### config.mk
export PLATFORM = sky130hd
export DESIGN_NAME = bj_table_fsm_flat
export DESIGN_NICKNAME = d
export VERILOG_FILES = /design/src/rtl/bj_pkg.sv /design/src/rtl/bj_table_fsm_if.sv /design/src/rtl/bj_hand_score.sv /design/src/rtl/bj_table_fsm.sv /design/src/flat_wrapper.sv
export SDC_FILE = /design/constraint.sdc
export NUM_CORES = 1
export LEC_CHECK = 0
export BUFFER_PORTS_ARGS = -buffer_cell sky130_fd_sc_hd__buf_2
export CORE_AREA = 2 2 76 78
export CTS_CLUSTER_DIAMETER = 100
export DETAILED_ROUTE_END_ITERATION = 8
export DIE_AREA = 0 0 78 80
export PLACE_DENSITY_LB_ADDON = 0.2
export REMOVE_ABC_BUFFERS = 1
export SYNTH_ARGS = -nofsm -noshare
export SYNTH_HDL_FRONTEND = slang
export SYNTH_SLANG_ARGS = --single-unit
### constraint.sdc
create_clock -name CLOCK_50 -period 4.8 [get_ports CLOCK_50]
set_input_delay 0.24 -clock CLOCK_50 [delete_from_list [all_inputs] [get_ports CLOCK_50]]
set_output_delay 0.24 -clock CLOCK_50 [all_outputs]
set_load 0.1 [all_outputs]
### src/rtl/bj_pkg.sv
// ============================================================================
// bj_pkg : shared states, result codes and card constants for the table
// Revision 1.0
// ============================================================================
`default_nettype none

package bj_pkg;

   typedef enum logic [2:0] {
      ST_IDLE    = 3'd0,
      ST_DEAL    = 3'd1,
      ST_PLAYER  = 3'd2,
      ST_DRAW    = 3'd3,
      ST_DEALER  = 3'd4,
      ST_RESOLVE = 3'd5,
      ST_DONE    = 3'd6
   } state_t;

   localparam logic [1:0] RES_NONE = 2'b00;
   localparam logic [1:0] RES_WIN  = 2'b01;
   localparam logic [1:0] RES_LOSE = 2'b10;
   localparam logic [1:0] RES_PUSH = 2'b11;

   localparam logic [3:0] ACE        = 4'd1;
   localparam int         BUST_LIMIT = 21;

   // Out-of-range card codes still occupy a slot in the shoe and count as ten.
   function automatic logic [3:0] card_points(input logic [3:0] value);
      if (value == 4'd0 || value > 4'd10) begin
         return 4'd10;
      end
      return value;
   endfunction

endpackage

`default_nettype wire

### src/rtl/bj_table_fsm_if.sv
// ============================================================================
// bj_table_fsm_if : player controls, card shoe handshake and table status
// Revision 1.0
// ============================================================================
`default_nettype none

interface bj_table_fsm_if #(
   parameter int NUM_PLAYERS = 2,
   parameter int SCORE_W     = 5
);

   logic                           start;
   logic                           hit;
   logic                           stand;
   logic                           card_req;
   logic                           card_valid;
   logic [3:0]                     card_value;
   logic [1:0]                     active_player;
   logic [NUM_PLAYERS*SCORE_W-1:0] player_score;
   logic [SCORE_W-1:0]             dealer_score;
   logic [2*NUM_PLAYERS-1:0]       result;
   logic [2:0]                     state_out;
   logic                           done;

   modport master (
      output start, hit, stand, card_valid, card_value,
      input  card_req, active_player, player_score, dealer_score,
             result, state_out, done
   );

   modport slave (
      input  start, hit, stand, card_valid, card_value,
      output card_req, active_player, player_score, dealer_score,
             result, state_out, done
   );

endinterface

`default_nettype wire

### src/rtl/bj_hand_score.sv
// ============================================================================
// bj_hand_score : hard total plus ace flag to best score and bust flag
// Revision 1.0
// ============================================================================
`default_nettype none

module bj_hand_score
   import bj_pkg::*;
#(
   parameter int SCORE_W = 5
) (
   input  wire logic [SCORE_W-1:0] hard,
   input  wire logic               ace,
   output logic      [SCORE_W-1:0] best,
   output logic                    bust
);

   // Testing hard <= 11 rather than hard+10 <= 21 keeps the sum from wrapping.
   always_comb begin
      best = hard;
      if (ace && (hard <= SCORE_W'(BUST_LIMIT - 10))) begin
         best = hard + SCORE_W'(10);
      end
      bust = (best > SCORE_W'(BUST_LIMIT));
   end

endmodule

`default_nettype wire

### src/rtl/bj_table_fsm.sv
// ============================================================================
// bj_table_fsm : blackjack table sequencer (deal, player turns, dealer, resolve)
// Revision 1.0
// ============================================================================
`default_nettype none

module bj_table_fsm
   import bj_pkg::*;
#(
   parameter int NUM_PLAYERS  = 2,
   parameter int SCORE_W      = 5,
   parameter int DEALER_STAND = 17
) (
   input  wire logic      CLOCK_50,
   input  wire logic      reset,
   bj_table_fsm_if.slave  bus
);

   localparam logic [3:0] LAST_DEAL = 4'(2 * NUM_PLAYERS + 1);

   state_t                                state_q, state_d;
   logic [NUM_PLAYERS-1:0][SCORE_W-1:0]   hard_q, hard_d;
   logic [NUM_PLAYERS-1:0]                ace_q, ace_d;
   logic [SCORE_W-1:0]                    dealer_hard_q, dealer_hard_d;
   logic                                  dealer_ace_q, dealer_ace_d;
   logic [1:0]                            seat_q, seat_d;
   logic [2:0]                            deal_seat_q, deal_seat_d;
   logic [3:0]                            deal_cnt_q, deal_cnt_d;
   logic                                  card_req_q, card_req_d;
   logic [2*NUM_PLAYERS-1:0]              result_q, result_d;

   logic [NUM_PLAYERS-1:0][SCORE_W-1:0]   best_w;
   logic [NUM_PLAYERS-1:0]                bust_w;
   logic [SCORE_W-1:0]                    dealer_best_w;
   logic                                  dealer_bust_w;
   logic                                  consume_w;
   logic                                  is_ace_w;
   logic [SCORE_W-1:0]                    pts_w;
   logic [SCORE_W-1:0]                    cur_best_w;

   for (genvar g = 0; g < NUM_PLAYERS; g++) begin : g_seat
      bj_hand_score #(.SCORE_W(SCORE_W)) u_hand (
         .hard (hard_q[g]),
         .ace  (ace_q[g]),
         .best (best_w[g]),
         .bust (bust_w[g])
      );
   end

   bj_hand_score #(.SCORE_W(SCORE_W)) u_dealer_hand (
      .hard (dealer_hard_q),
      .ace  (dealer_ace_q),
      .best (dealer_best_w),
      .bust (dealer_bust_w)
   );

   assign consume_w = card_req_q & bus.card_valid;
   assign is_ace_w  = (bus.card_value == ACE);
   assign pts_w     = SCORE_W'(card_points(bus.card_value));

   always_ff @(posedge CLOCK_50) begin
      if (reset) begin
         state_q       <= ST_IDLE;
         hard_q        <= '0;
         ace_q         <= '0;
         dealer_hard_q <= '0;
         dealer_ace_q  <= 1'b0;
         seat_q        <= 2'd0;
         deal_seat_q   <= 3'd0;
         deal_cnt_q    <= 4'd0;
         card_req_q    <= 1'b0;
         result_q      <= '0;
      end else begin
         state_q       <= state_d;
         hard_q        <= hard_d;
         ace_q         <= ace_d;
         dealer_hard_q <= dealer_hard_d;
         dealer_ace_q  <= dealer_ace_d;
         seat_q        <= seat_d;
         deal_seat_q   <= deal_seat_d;
         deal_cnt_q    <= deal_cnt_d;
         card_req_q    <= card_req_d;
         result_q      <= result_d;
      end
   end

   always_comb begin
      state_d       = state_q;
      hard_d        = hard_q;
      ace_d         = ace_q;
      dealer_hard_d = dealer_hard_q;
      dealer_ace_d  = dealer_ace_q;
      seat_d        = seat_q;
      deal_seat_d   = deal_seat_q;
      deal_cnt_d    = deal_cnt_q;
      result_d      = result_q;
      card_req_d    = 1'b0;

      cur_best_w = '0;
      for (int i = 0; i < NUM_PLAYERS; i++) begin
         if (seat_q == 2'(i)) begin
            cur_best_w = best_w[i];
         end
      end

      case (state_q)
         ST_IDLE, ST_DONE: begin
            if (bus.start) begin
               hard_d        = '0;
               ace_d         = '0;
               dealer_hard_d = '0;
               dealer_ace_d  = 1'b0;
               seat_d        = 2'd0;
               deal_seat_d   = 3'd0;
               deal_cnt_d    = 4'd0;
               result_d      = '0;
               state_d       = ST_DEAL;
            end
         end

         ST_DEAL: begin
            card_req_d = !consume_w;
            if (consume_w) begin
               if (deal_seat_q == 3'(NUM_PLAYERS)) begin
                  dealer_hard_d = dealer_hard_q + pts_w;
                  dealer_ace_d  = dealer_ace_q | is_ace_w;
                  deal_seat_d   = 3'd0;
               end else begin
                  for (int i = 0; i < NUM_PLAYERS; i++) begin
                     if (deal_seat_q == 3'(i)) begin
                        hard_d[i] = hard_q[i] + pts_w;
                        ace_d[i]  = ace_q[i] | is_ace_w;
                     end
                  end
                  deal_seat_d = deal_seat_q + 3'd1;
               end
               deal_cnt_d = deal_cnt_q + 4'd1;
               if (deal_cnt_q == LAST_DEAL) begin
                  seat_d  = 2'd0;
                  state_d = ST_PLAYER;
               end
            end
         end

         // A seat already at 21 or bust moves on before any hit/stand is looked at.
         ST_PLAYER: begin
            if ((cur_best_w >= SCORE_W'(BUST_LIMIT)) || bus.stand) begin
               if (seat_q == 2'(NUM_PLAYERS - 1)) begin
                  state_d = ST_DEALER;
               end else begin
                  seat_d = seat_q + 2'd1;
               end
            end else if (bus.hit) begin
               state_d = ST_DRAW;
            end
         end

         ST_DRAW: begin
            card_req_d = !consume_w;
            if (consume_w) begin
               for (int i = 0; i < NUM_PLAYERS; i++) begin
                  if (seat_q == 2'(i)) begin
                     hard_d[i] = hard_q[i] + pts_w;
                     ace_d[i]  = ace_q[i] | is_ace_w;
                  end
               end
               state_d = ST_PLAYER;
            end
         end

         ST_DEALER: begin
            if ((&bust_w) || (dealer_best_w >= SCORE_W'(DEALER_STAND))) begin
               state_d = ST_RESOLVE;
            end else begin
               card_req_d = !consume_w;
               if (consume_w) begin
                  dealer_hard_d = dealer_hard_q + pts_w;
                  dealer_ace_d  = dealer_ace_q | is_ace_w;
               end
            end
         end

         ST_RESOLVE: begin
            for (int i = 0; i < NUM_PLAYERS; i++) begin
               if (bust_w[i]) begin
                  result_d[2*i +: 2] = RES_LOSE;
               end else if (dealer_bust_w || (best_w[i] > dealer_best_w)) begin
                  result_d[2*i +: 2] = RES_WIN;
               end else if (best_w[i] < dealer_best_w) begin
                  result_d[2*i +: 2] = RES_LOSE;
               end else begin
                  result_d[2*i +: 2] = RES_PUSH;
               end
            end
            state_d = ST_DONE;
         end

         default: begin
            state_d = ST_IDLE;
         end
      endcase
   end

   always_comb begin
      bus.card_req      = card_req_q;
      bus.active_player = seat_q;
      bus.dealer_score  = dealer_best_w;
      bus.result        = result_q;
      bus.state_out     = state_q;
      bus.done          = (state_q == ST_DONE);
      bus.player_score  = '0;
      for (int i = 0; i < NUM_PLAYERS; i++) begin
         bus.player_score[i*SCORE_W +: SCORE_W] = best_w[i];
      end
   end

endmodule

`default_nettype wire
### src/flat_wrapper.sv
// flat-port wrapper written by rule: the top's interface ports become plain ports
module bj_table_fsm_flat import bj_pkg::*;
#(
   parameter int NUM_PLAYERS  = 2,
   parameter int SCORE_W      = 5,
   parameter int DEALER_STAND = 17
)
  (CLOCK_50, reset, bus_start, bus_hit, bus_stand, bus_card_valid, bus_card_value, bus_card_req, bus_active_player, bus_player_score, bus_dealer_score, bus_result, bus_state_out, bus_done);
  bj_table_fsm_if #(.NUM_PLAYERS(NUM_PLAYERS), .SCORE_W(SCORE_W)) bus_i ();
  input  wire logic CLOCK_50;
  input  wire logic reset;
  input wire logic [$bits(bus_i.start)-1:0] bus_start;
  input wire logic [$bits(bus_i.hit)-1:0] bus_hit;
  input wire logic [$bits(bus_i.stand)-1:0] bus_stand;
  input wire logic [$bits(bus_i.card_valid)-1:0] bus_card_valid;
  input wire logic [$bits(bus_i.card_value)-1:0] bus_card_value;
  output wire logic [$bits(bus_i.card_req)-1:0] bus_card_req;
  output wire logic [$bits(bus_i.active_player)-1:0] bus_active_player;
  output wire logic [$bits(bus_i.player_score)-1:0] bus_player_score;
  output wire logic [$bits(bus_i.dealer_score)-1:0] bus_dealer_score;
  output wire logic [$bits(bus_i.result)-1:0] bus_result;
  output wire logic [$bits(bus_i.state_out)-1:0] bus_state_out;
  output wire logic [$bits(bus_i.done)-1:0] bus_done;
  assign bus_i.start = bus_start;
  assign bus_i.hit = bus_hit;
  assign bus_i.stand = bus_stand;
  assign bus_i.card_valid = bus_card_valid;
  assign bus_i.card_value = bus_card_value;
  assign bus_card_req = bus_i.card_req;
  assign bus_active_player = bus_i.active_player;
  assign bus_player_score = bus_i.player_score;
  assign bus_dealer_score = bus_i.dealer_score;
  assign bus_result = bus_i.result;
  assign bus_state_out = bus_i.state_out;
  assign bus_done = bus_i.done;
  bj_table_fsm #(.NUM_PLAYERS(NUM_PLAYERS), .SCORE_W(SCORE_W), .DEALER_STAND(DEALER_STAND)) u_core (.CLOCK_50(CLOCK_50), .reset(reset), .bus(bus_i));
endmodule
==> run_results.csv <==
group,metric,value,unit
pwr,post_layout_power,1.41,mW
floorplan,core_area,5410,µm²
sta,slew_headroom,42.6,%
clock_network,postCtsSetupRepairBufs,0,
global_routing,number_of_global_route_vias_before_repair,2693,
final_layout,finalInstanceArea,3430,µm²
clock_network,cts_tree,"yes",
sta,finClkSkew,0.00580,ns
min_path,min-delay-path-class,"in2reg",
sta,hold_violation_count_in_the_final_report,0,
synthesis,synth-edff-count,0,
synthesis,postSynth.asyncResetShare,0,%
routing,drtIter0Drc,150,
floorplan,core.rowCount,27,
clock_network,cts-root-buf,"sky130_fd_sc_hd__clkbuf_8",
floorplan,die_area,6240,µm²
routing,antenna_left,0,
routing,drt_pre_antenna_iters,4,
routing,routed_wirelength,7560,µm
sta,final.hold.worst_slack,0.330,ns
routing,detail_route.wl_per_cell,15.2,µm
synthesis,synth-main-ff-cell,"sky130_fd_sc_hd__dfxtp_1",
global_routing,grt_max_degree,29,
sta,setup_viol,0,
final_layout,design.final.nets,470,
clock_network,cts_made_buffers,5,
sta,achievable-frequency,344,MHz
outcome,status,"finished clean",
critical_path,critPathTopFamily,"compound AO/OA/AOI/OAI gates",
sta,postLayoutSetupSlackWorst,1.89,ns
sta,fin_setup_tns,0,ns
critical_path,slowest_delay,0.52,ns
sta,grt_setup_unrepaired,"no",
critical_path,worstPathCellList,"inv_1 -> ha_1 -> nand3b_1 -> a21bo_2 -> nand2_1 -> xnor2_1 -> inv_1 -> ha_1 -> a21o_1 -> a21oi_1 -> o21ai_0 -> a21o_1 -> a221oi_1",
global_routing,number_of_antenna_violations_at_the_first_check_in_global_routing,0,
synthesis,syn-instance-count,403,
floorplan,num_io_pins,36,
routing,num_vias,2965,
global_routing,grt_first_pass_wirelength,12800,µm
final_layout,layoutNonFillerInstCount,498,
final_layout,antennaDiodeCount,0,
synthesis,synth.distinct_cells,65,
final_layout,area.growth.synth_to_final,9.77,%
pwr,power.ir.vdd_worst,0.364,mV
critical_path,cpMaxStageDelayCell,"sky130_fd_sc_hd__dfxtp_1",
pwr,power_per_cell_area,412,nW/µm²
clock_network,clk_pin_slew,0.07,ns
critical_path,crit_fanout,9,
sta,final_max_slew_viol_count,0,
run,max-cap-violations,0,
clock_network,clk_path_buf_depth,2,
synthesis,ys_seq_elements,35,
pwr,total_leakage_power,1.51,nW
final_layout,finish.utilization,63.5,%
synthesis,syn_area_per_cell,7.76,µm²
critical_path,start_kind,"register",
min_path,worstHoldStart,"bus_hit",
routing,drcViolationCount,0,
placed_design,detailedPlacementHpwl,5790,µm
placed_design,routabilityCongestion,0.866,
clock_network,clkLatencyLatePin,0.29,ns
clock_network,cts_max_level,2,
critical_path,worst_r2r_startpoint,"u_core.dealer_hard_q[2]",
placed_design,place.detailed.instances,490,
critical_path,cp.required,5.00,ns
floorplan,floorplan.initialDensity,57.8,%
floorplan,die_width,78,µm
critical_path,criticalPathCategory,"reg2reg",
placed_design,placed_area,3300,µm²
placed_design,portBuffers,35,
floorplan,fp.dieH,80,µm
critical_path,crit_path_end_kind,"register",
synthesis,post_synth_instance_area,3130,µm²
final_layout,fraction_of_final_layout_cells_sized_beyond_drive_strength_1,12.2,%
placed_design,post-place-ws,1.96,ns
critical_path,critical_path.n_buffers_inverters,2,
critical_path,arrival,3.11,ns
global_routing,grt_use_total,25.6,%
sta,tightest_pin_transition,0.849,ns
clock_network,cts.hold.buffers_added,0,
sta,finalCritPeriodShare,60.6,%
global_routing,gr-total-overflow,0,
critical_path,setup.worst_path.start,"u_core.dealer_hard_q[2]",
synthesis,seq_area_frac_synth,22.4,%
routing,detail_route.vias_per_cell,5.95,
sta,final.min_clock_period,2.91,ns
synthesis,yosysWarnings,0,
clock_network,post_cts_resized,0,
clock_network,cts.sink_count,35,
## path summary, 6_finish.rpt
check | to | slack [ns] | cells past startpoint
setup / recovery | u_core.bus.result[3] | 1.89 | 13
hold / removal | u_core.bus.state_out[0] | 0.33 | 3
setup reg to reg | u_core.bus.result[3] | 1.89 | 13
hold reg to reg | u_core.bus.result[2] | 0.44 | 2
## tightest hold or removal path, delay by kind of cell
kind | cells | cell delay, ns
AOI/OAI and AO/OA | 2 | 0.24
buffers and inverters | 1 | 0.10
## metal layers
layer | up-vias | part of all wire, % | track usage (%)
met5 | - | 0 | 0
met4 | 0 | 1.7 | 7.89
met3 | 12 | 4.9 | 3.62
met2 | 81 | 45 | 42.5
met1 | 1385 | 48 | 34.4
li1 | 1487 | - | -
## logic make-up (layout without fill, tap and decap cells)
group | after synthesis | after routing | share of synthesized area (%)
mux | 7 | 7 | 2.28
fa+ha+maj | 35 | 35 | 14.7
simple gates | 146 | 146 | 24.0
xor+xnor | 18 | 18 | 5.04
compound gates | 108 | 108 | 24.5
buf+inv | 54 | 77 | 7.05
flops | 35 | 35 | 22.4
## registers in the layout (all words and copies together), names as in the netlist
register and cells:
u_core.deal_cnt_q 4, u_core.hard_q 10, u_core.dealer_ace_q 1, u_core.deal_seat_q 3
u_core.ace_q 2, u_core.dealer_hard_q 5, u_core.bus.result 4, u_core.bus.card_req 1
u_core.bus.active_player 2, u_core.bus.state_out 3
## power breakdown
| part | total (mW) | switching (mW) | internal [mW] |
|---|---|---|---|
| sequential | 0.402 | 0.0820 | 0.320 |
| combinational | 0.691 | 0.471 | 0.220 |
| clock | 0.320 | 0.113 | 0.208 |
| total | 1.41 | 0.666 | 0.747 |
## layout make-up
cell class	count	area, µm²
Multi-Input combinational cell	314	2200
Sequential cell	35	701
Tap cell	72	90.1
Clock buffer	6	72.6
Fill cell	501	1970
Clock inverter	2	60.1
Inverter	34	128
Timing Repair Buffer	35	175
## cells in the mapped netlist (3+ instances only)
| library cell | number | area, µm² |
|---|---|---|
| sky130_fd_sc_hd__o21ai_1 | 5 | 25.0 |
| sky130_fd_sc_hd__xor2_1 | 6 | 52.6 |
| sky130_fd_sc_hd__nor2b_1 | 10 | 62.6 |
| sky130_fd_sc_hd__inv_1 | 32 | 120 |
| sky130_fd_sc_hd__fa_1 | 3 | 60.1 |
| sky130_fd_sc_hd__a21oi_1 | 35 | 175 |
| sky130_fd_sc_hd__ha_1 | 32 | 400 |
| sky130_fd_sc_hd__and3_1 | 3 | 18.8 |
| sky130_fd_sc_hd__or3_1 | 8 | 50.1 |
| sky130_fd_sc_hd__nor3_1 | 10 | 50.1 |
| sky130_fd_sc_hd__a31oi_1 | 5 | 31.3 |
| sky130_fd_sc_hd__nor4_1 | 5 | 31.3 |
| sky130_fd_sc_hd__nand2_1 | 39 | 146 |
| sky130_fd_sc_hd__clkbuf_1 | 11 | 41.3 |
| sky130_fd_sc_hd__buf_4 | 3 | 22.5 |
| sky130_fd_sc_hd__nand2b_1 | 11 | 68.8 |
| sky130_fd_sc_hd__buf_2 | 5 | 25.0 |
| sky130_fd_sc_hd__a21o_1 | 9 | 67.6 |
| sky130_fd_sc_hd__nand4_1 | 3 | 18.8 |
| sky130_fd_sc_hd__nor3b_1 | 4 | 30.0 |
| sky130_fd_sc_hd__a211o_1 | 5 | 43.8 |
| sky130_fd_sc_hd__nand3_1 | 18 | 90.1 |
| sky130_fd_sc_hd__mux2i_1 | 6 | 60.1 |
| sky130_fd_sc_hd__nor2_1 | 23 | 86.3 |
| sky130_fd_sc_hd__xnor2_1 | 12 | 105 |
| sky130_fd_sc_hd__o21ai_0 | 15 | 75.1 |
| sky130_fd_sc_hd__dfxtp_1 | 35 | 701 |
| sky130_fd_sc_hd__a221oi_1 | 3 | 26.3 |
## placed cells by master, fill, tap and decap left out, drive strengths merged, types with 3 or more instances in the layout
| cell | count |
|---|---|
| a211o | 5 |
| a21o | 9 |
| a21oi | 35 |
| a221oi | 3 |
| a31oi | 5 |
| and3 | 3 |
| buf | 35 |
| clkbuf | 6 |
| dfxtp | 35 |
| fa | 3 |
| ha | 32 |
| inv | 34 |
| mux2i | 6 |
| nand2 | 39 |
| nand2b | 11 |
| nand3 | 18 |
| nand4 | 3 |
| nor2 | 23 |
| nor2b | 10 |
| nor3 | 10 |
| nor3b | 4 |
| nor4 | 5 |
| o21ai | 21 |
| o32ai | 3 |
| or3 | 8 |
| xnor2 | 12 |
| xor2 | 6 |
No activity file was read; power rests on OpenSTA's default activity.
